## src/rtl/mem_pkg.sv

```systemverilog
// mem_pkg: definitions shared by the memory controller files.
//   - access size encodings (SZ_BYTE, SZ_HALF, SZ_WORD, SZ_ILL)
//   - controller state enum
//   - default depth, in 32-bit words, of the attached memory
package mem_pkg;

  localparam int DEFAULT_DEPTH = 128;

  localparam logic [1:0] SZ_BYTE = 2'b00;
  localparam logic [1:0] SZ_HALF = 2'b01;
  localparam logic [1:0] SZ_WORD = 2'b10;
  localparam logic [1:0] SZ_ILL  = 2'b11;

  typedef enum logic [1:0] {
    IDLE   = 2'd0,
    ACCESS = 2'd1,
    RMW_WR = 2'd2,
    RESP   = 2'd3
  } state_t;

endpackage

```

## src/rtl/mem_lane.sv

```systemverilog
// mem_lane: purely combinational lane logic for the memory controller.
// Build option: MEM_CTRL_RMW_EN adds the store-merge path (wdata/merged ports).
// Ports:
//   size      in  2   access size (mem_pkg encodings)
//   uns       in  1   1 = zero-extend the load, 0 = sign-extend it
//   offset    in  2   byte offset within the word (addr[1:0])
//   rdata     in  32  memory word
//   load_data out 32  selected lane, extended to 32 bits (word: rdata unchanged)
//   wdata     in  32  store data, right-aligned        (MEM_CTRL_RMW_EN only)
//   merged    out 32  rdata with the addressed lane replaced (MEM_CTRL_RMW_EN only)
module mem_lane
  import mem_pkg::*;
(
  input  logic [1:0]  size,
  input  logic        uns,
  input  logic [1:0]  offset,
  input  logic [31:0] rdata,
`ifdef MEM_CTRL_RMW_EN
  input  logic [31:0] wdata,
  output logic [31:0] merged,
`endif
  output logic [31:0] load_data
);

  logic [7:0]  byte_sel;
  logic [15:0] half_sel;

  always_comb begin
    byte_sel = 8'h00;
    case (offset)
      2'd0: byte_sel = rdata[7:0];
      2'd1: byte_sel = rdata[15:8];
      2'd2: byte_sel = rdata[23:16];
      2'd3: byte_sel = rdata[31:24];
      default: byte_sel = 8'h00;
    endcase
    // Half lanes are picked by addr[1] alone; addr[0] is an alignment error.
    half_sel = offset[1] ? rdata[31:16] : rdata[15:0];
  end

  always_comb begin
    load_data = rdata;
    case (size)
      SZ_BYTE: load_data = {{24{~uns & byte_sel[7]}}, byte_sel};
      SZ_HALF: load_data = {{16{~uns & half_sel[15]}}, half_sel};
      default: load_data = rdata;
    endcase
  end

`ifdef MEM_CTRL_RMW_EN
  always_comb begin
    merged = rdata;
    case (size)
      SZ_BYTE: merged[{offset, 3'b000} +: 8]        = wdata[7:0];
      SZ_HALF: merged[{offset[1], 4'b0000} +: 16]   = wdata[15:0];
      default: merged = rdata;
    endcase
  end
`endif

endmodule

```

## src/rtl/mem_ctrl.sv

```systemverilog
// mem_ctrl: single-outstanding load/store controller between a core request
// port and a 32-bit word memory with combinational read data.
// Build option: define MEM_CTRL_RMW_EN to support byte/half stores through a
// read-modify-write cycle; without it such stores are answered with resp_err.
// Ports:
//   clk, rst                 clock, asynchronous active-high reset
//   req_valid/req_ready      request handshake (ready only in IDLE)
//   req_we, req_size, req_unsigned, req_addr, req_wdata   request fields
//   resp_valid/resp_ready    response handshake (valid only in RESP)
//   resp_rdata, resp_err     load result (0 for stores/errors), error flag
//   mem_addr, mem_wdata, mem_wenable, mem_rdata           word memory port
module mem_ctrl
  import mem_pkg::*;
#(
  parameter int DEPTH = DEFAULT_DEPTH,
  parameter int AW    = 32
) (
  input  logic          clk,
  input  logic          rst,
  input  logic          req_valid,
  output logic          req_ready,
  input  logic          req_we,
  input  logic [1:0]    req_size,
  input  logic          req_unsigned,
  input  logic [AW-1:0] req_addr,
  input  logic [31:0]   req_wdata,
  output logic          resp_valid,
  input  logic          resp_ready,
  output logic [31:0]   resp_rdata,
  output logic          resp_err,
  output logic [AW-1:0] mem_addr,
  output logic [31:0]   mem_wdata,
  output logic          mem_wenable,
  input  logic [31:0]   mem_rdata
);

  state_t        state_reg, state_next;
  logic          we_reg, uns_reg;
  logic [1:0]    size_reg;
  logic [AW-1:0] addr_reg;
  logic [31:0]   wdata_reg, rdata_reg;
  logic          err_reg;
  logic [AW-1:0] word_idx;
  logic          access_err, sub_store;
  logic [31:0]   lane_word, lane_load;

  assign word_idx  = {2'b00, addr_reg[AW-1:2]};
  assign sub_store = we_reg && (size_reg != SZ_WORD);

  always_comb begin
    access_err = 1'b0;
    case (size_reg)
      SZ_ILL:  access_err = 1'b1;
      SZ_HALF: access_err = addr_reg[0];
      SZ_WORD: access_err = (addr_reg[1:0] != 2'b00);
      default: access_err = 1'b0;
    endcase
    if (word_idx >= AW'(DEPTH)) access_err = 1'b1;
`ifndef MEM_CTRL_RMW_EN
    if (sub_store) access_err = 1'b1;
`endif
  end

`ifdef MEM_CTRL_RMW_EN
  logic [31:0] merge_reg, lane_merged;
  // The lane unit sees live memory data in ACCESS and the saved word in RMW_WR.
  assign lane_word = (state_reg == RMW_WR) ? merge_reg : mem_rdata;
`else
  assign lane_word = mem_rdata;
`endif

  mem_lane u_lane (
    .size      (size_reg),
    .uns       (uns_reg),
    .offset    (addr_reg[1:0]),
    .rdata     (lane_word),
`ifdef MEM_CTRL_RMW_EN
    .wdata     (wdata_reg),
    .merged    (lane_merged),
`endif
    .load_data (lane_load)
  );

  // State register.
  always_ff @(posedge clk or posedge rst) begin
    if (rst) state_reg <= IDLE;
    else     state_reg <= state_next;
  end

  // Next-state logic.
  always_comb begin
    state_next = state_reg;
    case (state_reg)
      IDLE:   if (req_valid) state_next = ACCESS;
`ifdef MEM_CTRL_RMW_EN
      ACCESS: state_next = (sub_store && !access_err) ? RMW_WR : RESP;
      RMW_WR: state_next = RESP;
`else
      ACCESS: state_next = RESP;
`endif
      RESP:   if (resp_ready) state_next = IDLE;
      default: state_next = IDLE;
    endcase
  end

  // Outputs: the memory port is idle (all zero) outside ACCESS/RMW_WR, so a
  // reset landing mid-request removes the write strobe immediately.
  always_comb begin
    req_ready   = (state_reg == IDLE);
    resp_valid  = (state_reg == RESP);
    resp_rdata  = rdata_reg;
    resp_err    = err_reg;
    mem_addr    = '0;
    mem_wdata   = 32'h0;
    mem_wenable = 1'b0;
    case (state_reg)
      ACCESS: begin
        mem_addr = word_idx;
        if (we_reg && size_reg == SZ_WORD && !access_err) begin
          mem_wenable = 1'b1;
          mem_wdata   = wdata_reg;
        end
      end
`ifdef MEM_CTRL_RMW_EN
      RMW_WR: begin
        mem_addr    = word_idx;
        mem_wenable = 1'b1;
        mem_wdata   = lane_merged;
      end
`endif
      default: ;
    endcase
  end

  // Request capture and response data; response registers only change in
  // ACCESS, which keeps them stable for the whole RESP state.
  always_ff @(posedge clk or posedge rst) begin
    if (rst) begin
      we_reg    <= 1'b0;
      uns_reg   <= 1'b0;
      size_reg  <= SZ_BYTE;
      addr_reg  <= '0;
      wdata_reg <= 32'h0;
      rdata_reg <= 32'h0;
      err_reg   <= 1'b0;
`ifdef MEM_CTRL_RMW_EN
      merge_reg <= 32'h0;
`endif
    end else begin
      if (state_reg == IDLE && req_valid) begin
        we_reg    <= req_we;
        uns_reg   <= req_unsigned;
        size_reg  <= req_size;
        addr_reg  <= req_addr;
        wdata_reg <= req_wdata;
      end
      if (state_reg == ACCESS) begin
        err_reg   <= access_err;
        rdata_reg <= (!we_reg && !access_err) ? lane_load : 32'h0;
`ifdef MEM_CTRL_RMW_EN
        merge_reg <= mem_rdata;
`endif
      end
    end
  end

endmodule
```

## config.mk

```make
export PLATFORM = sky130hd
export DESIGN_NAME = mem_ctrl
export DESIGN_NICKNAME = d
export VERILOG_FILES = /design/src/rtl/mem_pkg.sv /design/src/rtl/mem_lane.sv /design/src/rtl/mem_ctrl.sv
export SDC_FILE = /design/constraint.sdc
export NUM_CORES = 1
export LEC_CHECK = 0
export CORE_UTILIZATION = 44
export DETAILED_ROUTE_END_ITERATION = 6
export HOLD_SLACK_MARGIN = 0.1
export PLACE_DENSITY = 0.81
export SLEW_MARGIN = 30
export SYNTH_ARGS = -nofsm -noshare
export SYNTH_HDL_FRONTEND = slang
export SYNTH_SLANG_ARGS = --single-unit
```

## constraint.sdc

```tcl
create_clock -name clk -period 3.9 [get_ports clk]
set_input_delay 0.78 -clock clk [delete_from_list [all_inputs] [get_ports clk]]
set_output_delay 0.78 -clock clk [all_outputs]
set_load 0.03 [all_outputs]
```

==> implementation parameters, run 1 <==
Parameter                              Value

Final layout
  Layout cell share with drive strength beyond 1 ... 19.2%
  Final-layout fill cell count ... 929
  Relative area change from synthesis to final layout ... 45.2%
  Post-layout net count ... 757
  Antenna cells ... 0

Setup path
  Worst Path Max Fanout ... 33
  Critical Path AT ... 2.86 ns
  Critical Path RT ... 3.12 ns
  Classification of the worst setup path ... flip-flop to output port
  R2r worst-path depth ... 4
  Endpoint class of the critical path ... output port
  Sort of element at the start of the critical path ... flip-flop

Timing
  Setup-violating endpoint count in the final report ... 0
  Slew Viols, Final ... 0
  Fraction of the cycle the final worst path needs ... 93.3%
  Achievable frequency ... 275 MHz
  Post-route clock skew ... 0.00880 ns
  Final Hold Fails ... 0
  Setup TNS ... 0 ns
  Headroom to the max-slew limit ... 56.1%
  Setup repair after global routing missed its margin ... no
  Final worst path period need ... 3.64 ns
  Tightest Pin Transition ... 0.659 ns

Die
  Die outline width ... 111 um
  Overall die height ... 111 um
  Core Area ... 11,500 um2
  Die area ... 12,200 um2
  Initial Util ... 45.2%
  Placement row count ... 39
  Number of primary I/O pins ... 204

Route
  Met3 layer wire length in the routed design ... 1.22 mm
  Met1 layer wirelength in the final routing ... 5.73 mm
  Number of DRC violations after detailed routing ... 0
  Routed wirelength normalized by instance count ... 17.7 um
  First DRT Iteration DRCs ... 206
  Antenna Nets Post-Route ... 0
  Via density per instance ... 5.33
  Total via count in the routed design ... 4,260
  Detailed-routing iteration count for the pre-antenna-repair pass ... 4
  Top routing layer in use ... met4
  Final Routed Wirelength ... 14.2 mm
  Met2 layer wire length in the routed design ... 6.85 mm

Pwr
  Total power after layout ... 4.73 mW
  Max IR drop VDD ... 0.504 mV
  Pwr Density ... 628 nW/um2
  P_leak ... 3.16 nW

Yosys
  Synthesized instance count ... 468
  Synthesis-stage register bit count ... 103
  Synth warn ... 0
  Sequential fraction of the synthesis area ... 49.7%
  Synth unique cells ... 34
  Number of synthesized flops with an enable pin ... 0
  Post-synth top cells ... sky130_fd_sc_hd__dfrtp_1 (103), sky130_fd_sc_hd__mux2_2 (66), sky130_fd_sc_hd__and2_1 (63)
  Top cells by area, synth ... sky130_fd_sc_hd__dfrtp_1 (50%), sky130_fd_sc_hd__mux2_2 (14%), sky130_fd_sc_hd__and2_1 (7.6%)
  Ys async rst share ... 100%
  Share of the synthesized area in the top cell type ... 49.7%
  Synthesized area per cell ... 11.1 um2
  Commonest register cell after synthesis ... sky130_fd_sc_hd__dfrtp_1
  Dominant cell type by area after synthesis ... sky130_fd_sc_hd__dfrtp_1
  Mapped cell area ... 5180 um2
  Most common cell in the netlist ... sky130_fd_sc_hd__dfrtp_1

Clock network
  Post-CTS setup repair buffer count ... 0
  Clock-pin slew on the worst setup and hold paths ... 0.06 ns
  Number of buffers added by the clock tree synthesis step ... 9
  CTS root buffer ... sky130_fd_sc_hd__clkbuf_16
  Number of resized instances in the post-cts repair step ... 0
  Worst-case clock buffer depth ... 2
  Clock Sinks ... 103
  Total number of H-tree levels ... 3
  Clock insertion delay at the later pin of the skew report ... 0.34 ns
  Post-CTS Hold Buffers ... 0
  CTS tree ... yes

Min path
  Class of the most critical hold timing path ... flip-flop to flip-flop
  Hold-critical path depth ... 2

Place
  Final RePlAce weighted congestion ... 0.883
  Count of port buffers added during placement ... 201
  Half-perimeter wire length after detailed placement ... 10.3 mm

Global route
  Number of antenna violations at the first check in global routing ... 0
  Vias in the first global route ... 4,456
  First-pass GRT wire length ... 22.9 mm
  Largest net degree at the start of global routing ... 58
  Gr ovfl total ... 0
  All-Layer GR Usage ... 23.7%

Outcome
  Result of the run ... complete, no violations

Job
  Max-cap violation count ... 0
critical path: stages (launching register included):
cell,delay [ns]
sky130_fd_sc_hd__dfrtp_1,0.39
sky130_fd_sc_hd__nor4_1,0.39
sky130_fd_sc_hd__nand3_1,0.22
sky130_fd_sc_hd__nor4_2,0.33
sky130_fd_sc_hd__buf_4,0.31
sky130_fd_sc_hd__and2_1,0.18
sky130_fd_sc_hd__clkdlybuf4s50_1,0.67
cell type report:
| type | count | area (um2) | share of cell area, % |
|---|---|---|---|
| clock buffers | 12 | 246 | 3.27 |
| clock inverters | 3 | 18.8 | 0.249 |
| inverters | 6 | 25.0 | 0.332 |
| multi-input cells | 323 | 2430 | 32.3 |
| flip-flops and latches | 103 | 2580 | 34.2 |
| well taps | 143 | 179 | 2.38 |
| repair buffers | 210 | 2050 | 27.3 |
metal layers:
layer,track usage (%),vias up
met5,0,-
met4,9.96,0
met3,6.92,24
met2,37.9,180
met1,30.0,2075
li1,-,1981
cell families (layout without fill, tap and decap cells):
family	after synthesis	count (layout)	synth area share (%)
buf+inv	43	231	3.84
compound gates	62	62	8.23
flops	103	103	49.7
other cells	1	2	0.0723
simple gates	184	184	19.9
mux	75	75	18.2
layout by cell type (no fill, tap or decap), types with 9 or more instances in the layout:
cell type,count
sky130_fd_sc_hd__buf_4,27
sky130_fd_sc_hd__clkbuf_16,9
sky130_fd_sc_hd__mux2_2,66
sky130_fd_sc_hd__nor2_1,9
sky130_fd_sc_hd__nor2b_1,32
sky130_fd_sc_hd__clkdlybuf4s50_1,181
sky130_fd_sc_hd__nand2_1,46
sky130_fd_sc_hd__o31ai_1,15
sky130_fd_sc_hd__and2_1,63
sky130_fd_sc_hd__mux4_2,9
sky130_fd_sc_hd__dfrtp_1,103
sky130_fd_sc_hd__o21ai_0,26
where the power goes:
group | switching [mW] | leakage, nW | total [mW] | internal, mW
combinational | 1.12 | 1.74 | 2.21 | 1.10
sequential | 0.249 | 1.29 | 1.69 | 1.44
clock | 0.375 | 0.133 | 0.822 | 0.447
worst paths after layout:
check | start | slack [ns] | end
worst max-delay path | addr_reg[13] | 0.26 | mem_wdata[0]
worst min-delay path | resp_rdata[1] | 0.48 | resp_rdata[1]
worst max register to register | addr_reg[13] | 1.39 | resp_rdata[22]
worst min register to register | resp_rdata[1] | 0.48 | resp_rdata[1]
max in group asynchronous | rst | 2.32 | resp_rdata[11]
min in group asynchronous | rst | 0.86 | wdata_reg[14]
through the flow:
stage / hold slack, ns / utilization (%) / std cells / area [um2] / worst slack (ns)
after floorplan: 0.472 / - / 469 / 5190 / 0.416
after global placement: 0.458 / 63.3 / 785 / 7260 / 0.687
after detailed placement: 0.466 / 63.3 / 785 / 7260 / 0.629
after CTS: 0.481 / 65.7 / 800 / 7530 / 0.239
after global routing: 0.508 / 65.7 / 800 / 7530 / 0.0769
final: 0.480 / 65.7 / 800 / 7530 / 0.262
Note: power is estimated with default switching activity, not from simulation.
==> inputs of run 2 (changes only) <==
- CORE_UTILIZATION: 44 -> 45
- CTS_BUF_LIST: default -> sky130_fd_sc_hd__clkbuf_4 sky130_fd_sc_hd__clkbuf_8
- HOLD_SLACK_MARGIN: 0.1 -> 0.15
- PLACE_DENSITY: 0.81 -> 0.82
==> run 2 against run 1 <==
Non-clock buffer count unchanged. First-iteration DRC count up 37%. Largest cell class unchanged. Clock skew down 0.0013 ns. Total power down 1.2%.
==> implementation parameters, run 2 (same netlist as run 1, synthesis figures left out) <==
Parameter                              Value

Timing
  Final-layout worst hold slack ... 0.484 ns
  Post-route clock skew ... 0.00746 ns
  Final worst path period need ... 3.55 ns
  Fraction of the cycle the final worst path needs ... 90.9%
  Setup TNS ... 0 ns
  Headroom to the max-slew limit ... 54.9%
  Tightest Pin Transition ... 0.676 ns
  Achievable frequency ... 282 MHz
  Setup repair after global routing missed its margin ... no
  Setup-violating endpoint count in the final report ... 0
  Final Hold Fails ... 0
  Slew Viols, Final ... 0

Route
  First DRT Iteration DRCs ... 283
  Final Routed Wirelength ... 14.6 mm
  Via density per instance ... 5.35
  Total via count in the routed design ... 4,268
  Antenna Nets Post-Route ... 0
  Number of DRC violations after detailed routing ... 0
  Detailed-routing iteration count for the pre-antenna-repair pass ... 4
  Routed wirelength normalized by instance count ... 18.3 um

Clock network
  Clock Sinks ... 103
  Number of resized instances in the post-cts repair step ... 0
  Total number of H-tree levels ... 3
  Post-CTS setup repair buffer count ... 0
  Number of buffers added by the clock tree synthesis step ... 9
  Worst-case clock buffer depth ... 2
  Clock-pin slew on the worst setup and hold paths ... 0.10 ns
  CTS tree ... yes
  Clock insertion delay at the later pin of the skew report ... 0.37 ns
  Post-CTS Hold Buffers ... 0
  CTS root buffer ... sky130_fd_sc_hd__clkbuf_8

Global route
  Vias in the first global route ... 4,454
  All-Layer GR Usage ... 25.0%
  First-pass GRT wire length ... 22.6 mm
  Gr ovfl total ... 0
  Number of antenna violations at the first check in global routing ... 0
  Largest net degree at the start of global routing ... 72

Setup path
  Reg-to-reg endpoint ... resp_rdata[28]
  R2R Path Start ... addr_reg[13]
  Critical path origin ... addr_reg[13]
  Classification of the worst setup path ... flip-flop to output port
  Instance count on the critical path ... 6
  Endpoint class of the critical path ... output port
  Timing endpoint of the critical path ... mem_wdata[30]
  Crit path buffers/inverters ... 2
  Worst Path Max Fanout ... 33
  Sort of element at the start of the critical path ... flip-flop
  FF-to-FF setup slack ... 1.49 ns
  Critical Path AT ... 2.77 ns
  Slowest library cell on the worst path ... sky130_fd_sc_hd__clkdlybuf4s50_1
  Critical Path RT ... 3.12 ns
  Cell family with the largest share of critical-path delay ... buffers and inverters
  R2r worst-path depth ... 4
  CP peak stage delay ... 0.69 ns
  Ordered cell list for the critical path ... nor4_1 -> nand3_1 -> nor4_2 -> buf_4 -> and2_1 -> clkdlybuf4s50_1

Final layout
  Most frequent cells in the layout ... sky130_fd_sc_hd__clkdlybuf4s50_1 (201), sky130_fd_sc_hd__dfrtp_1 (103), sky130_fd_sc_hd__mux2_2 (66), sky130_fd_sc_hd__and2_1 (63), sky130_fd_sc_hd__nand2_1 (46)
  Post-layout net count ... 757
  Layout cell share with drive strength beyond 1 ... 16.6%
  Relative area change from synthesis to final layout ... 45.3%
  Leading cell type in the layout, fill and taps excluded ... sky130_fd_sc_hd__clkdlybuf4s50_1
  Area used by multi-input combinational logic ... 2430 um2
  Final-layout fill cell count ... 866
  Sequential Area ... 2580 um2
  Antenna cells ... 0

Pwr
  P_leak ... 3.10 nW
  Max IR drop VDD ... 0.398 mV
  Pwr Density ... 620 nW/um2

Place
  Half-perimeter wire length after detailed placement ... 10.5 mm
  Count of port buffers added during placement ... 201
  Final RePlAce weighted congestion ... 0.822

Min path
  Class of the most critical hold timing path ... flip-flop to flip-flop

Outcome
  Result of the run ... complete, no violations

Job
  Max-cap violation count ... 0

Die
  Number of primary I/O pins ... 204
  Overall die height ... 109 um
  Die area ... 12,000 um2
  Die outline width ... 109 um
  Placement row count ... 38
  Core Area ... 11,000 um2
  Initial Util ... 47.0%
[run 2: cell types whose count changed in the layout (fill, tap and decap cells not counted), sizes merged]
cell           change
clkinvlp           +2
bufinv             +2
clkdlybuf4s50     +20
buf               -20
clkbuf             -3
[run 2: routing by layer]
layer / vias up / part of all wire, % / track usage, %
met2: 189 / 49 / 41.6
met3: 23 / 9.5 / 8.54
li1: 1981 / - / -
met4: 0 / 2.0 / 8.76
met1: 2075 / 40 / 30.4
met5: - / 0 / 0
[run 2: area by class of cell]
cell class	instances	share of cell area, %
flip-flops and latches	103	34.2
multi-input cells	323	32.2
repair buffers	210	27.9
well taps	140	2.32
clock buffers	9	1.64
clock inverters	7	1.28
inverters	6	0.365
[run 2: per-stage QoR]
step | utilization [%] | setup WS (ns) | instances | cell area (um2) | total power [mW]
after floorplan | - | 0.416 | 469 | 5190 | 3.18
final | 68.3 | 0.355 | 798 | 7530 | 4.67
after global routing | 68.3 | 0.163 | 798 | 7530 | 4.94
after CTS | 68.3 | 0.320 | 798 | 7530 | 4.70
after detailed placement | 66.3 | 0.752 | 782 | 7310 | 3.94
after global placement | 66.3 | 0.827 | 782 | 7310 | 3.86
[run 2: tightest hold or removal path, cell delays in order, from the launching register on]
cell and delay [ns]:
sky130_fd_sc_hd__dfrtp_1 0.35, sky130_fd_sc_hd__nand2_1 0.05, sky130_fd_sc_hd__o31ai_1 0.05
[run 2: how the worst min path moves through the flow]
stage / from / end / cells after the start
after floorplan: wdata_reg[23] / wdata_reg[23] / 1
after global placement: resp_rdata[18] / resp_rdata[18] / 2
after detailed placement: resp_rdata[18] / resp_rdata[18] / 2
after CTS: resp_rdata[18] / resp_rdata[18] / 2
after global routing: resp_rdata[29] / resp_rdata[29] / 2
final: resp_rdata[18] / resp_rdata[18] / 2
[run 2: power by group]
part           total (mW)  internal, mW  switching [mW]  leakage (nW)
logic                2.22          1.10            1.12          1.70
clock network       0.752         0.364           0.388         0.107
registers            1.70          1.44           0.259          1.29
total                4.67          2.90            1.77          3.10
